File: config.mk
export PLATFORM = sky130hd
export DESIGN_NAME = moore_seq_detector
export DESIGN_NICKNAME = d
export VERILOG_FILES = /design/src/rtl/moore_seq_detector.sv
export SDC_FILE = /design/constraint.sdc
export NUM_CORES = 1
export LEC_CHECK = 0
export CAP_MARGIN = 20
export CELL_PAD_IN_SITES_DETAIL_PLACEMENT = 1
export CELL_PAD_IN_SITES_GLOBAL_PLACEMENT = 2
export CORE_MARGIN = 2
export CORE_UTILIZATION = 32
export CTS_BUF_LIST = sky130_fd_sc_hd__clkbuf_4 sky130_fd_sc_hd__clkbuf_8
export DETAILED_ROUTE_END_ITERATION = 10
export PLACE_DENSITY = 0.75
export SYNTH_ARGS = -nofsm -noshare
export SYNTH_HDL_FRONTEND = slang
export SYNTH_SLANG_ARGS = --single-unit
File: constraint.sdc
create_clock -name CLK -period 1.74 [get_ports CLK]
set_input_delay 0.348 -clock CLK [delete_from_list [all_inputs] [get_ports CLK]]
set_output_delay 0.348 -clock CLK [all_outputs]
set_load 0.03 [all_outputs]
File: src/rtl/moore_seq_detector.sv
// Moore sequence detector for a stream of SYM_W-bit symbols.
// Matches a runtime-loadable pattern of SEQ_LEN symbols, in overlapping or
// non-overlapping mode, and keeps a saturating count of completed matches.
//
// Ports:
//   CLK          rising-edge clock
//   Reset        synchronous active-high reset (restores PATTERN_INIT)
//   Input        current symbol
//   In_Valid     Input is accepted on this edge when high
//   Overlap      1 = overlapping detection, 0 = restart after a full match
//   Load         load Pattern_In into the pattern register and restart
//   Pattern_In   new pattern, symbol i at bits [i*SYM_W +: SYM_W]
//   isTrue       high while the state equals SEQ_LEN (full match)
//   Match_Count  number of completed matches, saturating
module moore_seq_detector #(
  parameter int unsigned                     SYM_W        = 4,
  parameter int unsigned                     SEQ_LEN      = 4,
  parameter logic [SEQ_LEN*SYM_W-1:0]        PATTERN_INIT = 16'h2121,
  parameter int unsigned                     COUNT_W      = 8
) (
  input  logic                     CLK,
  input  logic                     Reset,
  input  logic [SYM_W-1:0]         Input,
  input  logic                     In_Valid,
  input  logic                     Overlap,
  input  logic                     Load,
  input  logic [SEQ_LEN*SYM_W-1:0] Pattern_In,
  output logic                     isTrue,
  output logic [COUNT_W-1:0]       Match_Count
);

  localparam int unsigned ST_W = $clog2(SEQ_LEN + 1);
  localparam int unsigned HC_W = $clog2(SEQ_LEN);

  localparam logic [ST_W-1:0]    ST_FULL   = ST_W'(SEQ_LEN);
  localparam logic [HC_W-1:0]    HCNT_MAX  = HC_W'(SEQ_LEN - 1);
  localparam logic [COUNT_W-1:0] COUNT_MAX = '1;

  logic [SEQ_LEN*SYM_W-1:0] r_pat;
  logic [ST_W-1:0]          r_state;
  logic [HC_W-1:0]          r_hcnt;
  // r_hist[0] is the most recently accepted symbol.
  logic [SYM_W-1:0]         r_hist [SEQ_LEN-1];
  logic [COUNT_W-1:0]       r_count;

  logic [HC_W-1:0]          w_h_eff;
  logic [HC_W-1:0]          w_h_next;
  logic [ST_W-1:0]          w_next_state;
  logic                     w_ok;

  // Longest suffix of (valid history, Input) that equals a prefix of the pattern.
  always_comb begin
    w_h_eff      = r_hcnt;
    w_next_state = '0;
    w_ok         = 1'b0;
    // Non-overlapping: a finished match leaves nothing usable for the next one.
    if (!Overlap && (r_state == ST_FULL)) begin
      w_h_eff = '0;
    end
    for (int k = 1; k <= int'(SEQ_LEN); k++) begin
      w_ok = (k <= int'(w_h_eff) + 1) && (Input == r_pat[(k-1)*SYM_W +: SYM_W]);
      for (int j = 0; j <= k - 2; j++) begin
        if (r_hist[j] != r_pat[(k-2-j)*SYM_W +: SYM_W]) begin
          w_ok = 1'b0;
        end
      end
      if (w_ok) begin
        w_next_state = ST_W'(k);
      end
    end
    w_h_next = (w_h_eff < HCNT_MAX) ? (w_h_eff + HC_W'(1)) : w_h_eff;
  end

  always_ff @(posedge CLK) begin
    if (Reset) begin
      r_pat   <= PATTERN_INIT;
      r_state <= '0;
      r_hcnt  <= '0;
      r_count <= '0;
      for (int i = 0; i < int'(SEQ_LEN) - 1; i++) begin
        r_hist[i] <= '0;
      end
    end else if (Load) begin
      r_pat   <= Pattern_In;
      r_state <= '0;
      r_hcnt  <= '0;
      for (int i = 0; i < int'(SEQ_LEN) - 1; i++) begin
        r_hist[i] <= '0;
      end
    end else if (In_Valid) begin
      r_state   <= w_next_state;
      r_hcnt    <= w_h_next;
      r_hist[0] <= Input;
      for (int i = 1; i < int'(SEQ_LEN) - 1; i++) begin
        r_hist[i] <= r_hist[i-1];
      end
      if ((w_next_state == ST_FULL) && (r_count != COUNT_MAX)) begin
        r_count <= r_count + COUNT_W'(1);
      end
    end
  end

  assign isTrue      = (r_state == ST_FULL);
  assign Match_Count = r_count;

endmodule

# Word-level counts from Yosys, hierarchy flattened

Memory sizes are Yosys's and may differ from the RTL's.
Cells that the tools add are included.

Bits in registers: 29
Bits in writable memories: 12
Input bits: 25
Word-level logic and storage cells: 69
Memories kept: 1

Memory list:

| name   | depth | bits a word | rd ports | clocked after Yosys merged registers in | write ports | RTL line | source |
|---|---|---|---|---|---|---|---|
| r_hist | 3     | 4           | 3        | 0                                       | 3           | 43       | `logic [SYM_W-1:0] r_hist [SEQ_LEN-1];` |

$add $sub $neg: 3
Order comparisons: 5
Eq/ne operators: 13
Muxes and demuxes: 27
Bitwise gates (word level): 7
Reductions and logical operators: 9

Operators by type and width:

| kind                | count |
|---|---|
| $le 3x32->1 const A | 2 |
| $le 2x32->1 const A | 1 |
| $mux 4              | 6 |
| $ne 4x4->1          | 6 |
| $eq 4x4->1          | 4 |
| $mux 1              | 16 |
| $mux 3              | 3 |
| $add 8x1->8 const B | 1 |
| $ne 8x8->1 const B  | 1 |
| $eq 3x3->1 const B  | 2 |
| $logic_and 1x1->1   | 6 |
| $or 1x1->1          | 6 |
| $mux 2              | 2 |
| $add 2x1->3 const B | 1 |
| $le 3x3->1 const A  | 1 |
| $reduce_and 3->1    | 1 |
| $add 2x1->2 const B | 1 |
| $lt 2x2->1 const B  | 1 |
| $reduce_or 2->1     | 1 |
| $logic_not 1->1     | 1 |
| $not 1->1           | 1 |

# Logic depth before layout (Yosys ltp)

Depth in word-level cells: 13
Mapped depth: 8

# Least setup slack after synthesis

Ideal clock, no wire load.

Path kind: register to register
Start: memory r_hist[0][2]
End: register r_count[4] (netlist: Match_Count[4])
Library setup time: 71 ps
Data arrival time: 1787 ps
Data required time: 1669 ps
Path slack: -118 ps
Stages on the path, launching flop included: 8
Buffers on the path: 1
Period minus slack after synthesis: 1858 ps
Cell sequence: edfxtp_1 -> xnor2_1 -> nand4_1 -> nor4_2 -> nand3_1 -> buf_6 -> or3_1 -> a21oi_1

RTL lines:

| element                | RTL line | source |
|---|---|---|
| start: declaration     | 43       |  |
| end signal: assignment | 98       | `r_count <= r_count + COUNT_W'(1);` |
| end: declaration       | 44       | `logic [COUNT_W-1:0] r_count;` |

==> results.cfg <==
[outcome]
run_status = finished, violations left
violations = setup timing

[sta]
rsz0062_at_grt = yes
finalMaxSlewViolations = 0
least_margin_pin_slew_ns = 0.550
period_minus_slack_ns = 2.03
timing.final.ws_setup_ns = -0.293
timing.final.crit_share_pct = 117
finalHoldViolCount = 0
relSlewSlack_pct = 63.0
setup-violations-final = 11
worst_hold_slack_ns = 0.518
fmax_mhz = 492
worst_clock_skew_ns = 0.00696

[final_layout]
layout.nets = 326
areaGrowthSynthToFinish_pct = 48.4
final_cell_mix = buf_4 (55), dfxtp_1 (29), nor2_1 (19), clkdlybuf4s50_1 (19), xnor2_2 (16)
layout.cells.most_common = buf_4
design_area_sq_um = 3280
fin_util_pct = 48.6
num_antenna_cells = 0
final_layout_size_suffix_gt1_share_pct = 34.2

[clock_tree]
ctsHoldBuffers = 0
cts.clk_slew.worst_paths_ns = 0.08
clock_tree.htree_level_count = 2
numCtsBuffers = 5
cts_tree = built
clock_sinks = 41
clk_root_buffer_cell = clkbuf_8
worstSkewPairLatency_ns = 0.30
clock_tree.buffer_depth = 2

[power]
relative_contribution_of_sequential_cells_to_total_power_pct = 48.8
power-per-cell-area_nw_per_um2 = 658
switching_share_pct = 26.7
portion_of_total_power_attributed_to_the_clock_network_pct = 30.0
share_comb_of_total_power_pct = 21.2
p_leak_nw = 1.43
power_switching_mw = 0.576
ir_worst_vdd_mv = 0.291
internal_power_mw = 1.59

[run]
cap_viol_max_count = 0

[yosys]
synthesis.instances = 217
syn-num-nets = 243
avgSynthCellArea_sq_um = 10.2
syn_area_sq_um = 2210
synth_top_area_cell = dfxtp_1
synth_top_cells_by_area = dfxtp_1 (26%), edfxtp_1 (16%), xnor2_1 (9.1%)
yosys_register_bits = 41
yosysSeqAreaShare_pct = 42.5
synth_top_area_share_pct = 26.2
yosysWarnings = 0
synth.distinct_cells = 35

[grt]
grt_first_pass_wirelength_um = 10100
globalRouteOverflowTotal = 0
grt_pass1_vias = 2014
grt_antenna_before_repair = 0
gr-usage-all-layers_pct = 17.6
grt_start_max_net_pins = 27

[placed_design]
dp.final_hpwl_um = 4700
port_buffers = 33
postPlaceCellArea_sq_um = 2940
finalWeightedCongestion = 0.822

[worst_setup_path]
cp.required_ns = 1.92
cp_slowest_stage_delay_ns = 0.49
critPathLaunchType = register
crit_type = reg2reg
crit_arrival_ns = 2.21
critical_path.max_fanout = 7
ff2ff_setup_slack_ns = -0.29
path_cells = xnor2_2, nand4_1, nor4_4, nand3_2, buf_6, buf_4, o31ai_4, a21oi_2
critical_path_sink_type = register
critPathSlowestCell = edfxtp_1

[route]
initialDrtViolationCount = 71
wl_per_cell_um = 17.0
drc_errors = 0
vias = 1926
detail_route.wirelength_um = 6490
detail_routed_via_count_per_cell = 5.06
ant_nets = 0
drt_first_pass_iters = 4

[floorplan]
coreArea_sq_um = 6760
dieWidth_um = 87.2
initial_utilization_pct = 32.8
design.die.area_sq_um = 7600
rows = 30
floorplan.die.height_um = 87.2
ioPinCount = 34

[hold_path]
worstHoldPathType = reg2reg
-- routing by layer --
layer | global-route usage, % | wire [um]
met1 | 22.3 | 2990
met2 | 30.9 | 3260
met3 | 2.94 | 186
met4 | 5.03 | 59
met5 | 0 | 0
-- cell families after synthesis --
group	count (synthesis)	synth area share (%)
adder cells (fa/ha/maj)	1	0.565
AO/OA/AOI/OAI	22	6.56
buffers and inverters	18	5.48
XOR/XNOR	42	18.7
AND/OR/NAND/NOR	79	19.9
flip-flops	41	42.5
multiplexers	14	6.33
-- Yosys cell counts --
master,count
a21boi_0,1
nor2b_1,4
and4b_1,1
a211o_1,4
nand2_1,6
nor2_1,19
o31ai_1,3
edfxtp_1,12
nand4_1,10
inv_1,1
and3_1,14
nor4b_1,1
or3_1,3
xor2_1,13
buf_2,1
or4b_1,1
ha_1,1
nor4_2,1
nand3_1,8
a21oi_1,7
o21ai_0,4
buf_6,7
a211oi_1,1
nor4_1,5
buf_1,1
nor3_1,2
o2111ai_1,1
xnor2_1,23
xnor2_2,6
clkbuf_1,8
dfxtp_1,29
a31o_1,1
or4_1,3
mux2i_1,14
nor3b_1,1
-- worst max-delay path, delay by kind of cell (launching register included) --
| family | cells | cell delay (ns) |
|---|---|---|
| AND/OR/NAND/NOR | 3 | 0.67 |
| flip-flops | 1 | 0.49 |
| AO/OA/AOI/OAI | 2 | 0.26 |
| buffers and inverters | 2 | 0.30 |
| XOR/XNOR | 1 | 0.20 |
-- what timing repair did --
item,CTS,global route
buffers inserted,3,4
resized for setup,34,22
pin swaps,14,12
endpoints found under the setup margin,17,14
endpoints found under the hold margin,0,0
-- state kept, by name, summed over array words and instances, names as in the netlist --
register and cells:
r_pat 16, r_hist 12, r_hcnt 2, Match_Count 8
r_state 3
-- worst paths after layout --
check	from	to	cells after the start
setup / recovery	r_hist[0][4]$_SDFFCE_PN0P_	Match_Count[5]$_SDFFE_PP0P_	8
hold / removal	Match_Count[7]$_SDFFE_PP0P_	Match_Count[7]$_SDFFE_PP0P_	2
setup reg to reg	r_hist[0][4]$_SDFFCE_PN0P_	Match_Count[5]$_SDFFE_PP0P_	8
hold reg to reg	Match_Count[7]$_SDFFE_PP0P_	Match_Count[7]$_SDFFE_PP0P_	2
-- power by group through the flow --
stage | clock [mW] | sequential, mW | combinational [mW]
final | 0.648 | 1.06 | 0.459
after global routing | 0.691 | 1.06 | 0.494
after CTS | 0.666 | 1.06 | 0.439
after detailed placement | 0 | 1.07 | 0.405
after global placement | 0 | 1.07 | 0.400
after floorplan | 0 | 1.08 | 0.215
-- final cells by class --
type | instances | area, sq um
clock buffers | 6 | 82.6
clock inverters | 2 | 8.76
fillers | 765 | 3470
inverters | 1 | 3.75
multi-input cells | 158 | 1350
flip-flops and latches | 41 | 941
well taps | 80 | 100
repair buffers | 93 | 798
-- metrics by stage --
stage	power, mW	cells	setup TNS [ns]	worst slack [ns]
5_1_grt	2.25	381	-3.19	-0.374
4_1_cts	2.16	378	-1.88	-0.262
6_report	2.16	381	-2.21	-0.293
2_1_floorplan	1.29	217	-0.185	-0.0465
3_3_place_gp	1.47	367	-6.70	-0.532
3_5_place_dp	1.48	367	-7.22	-0.573
(Power assumes the default switching activity.)
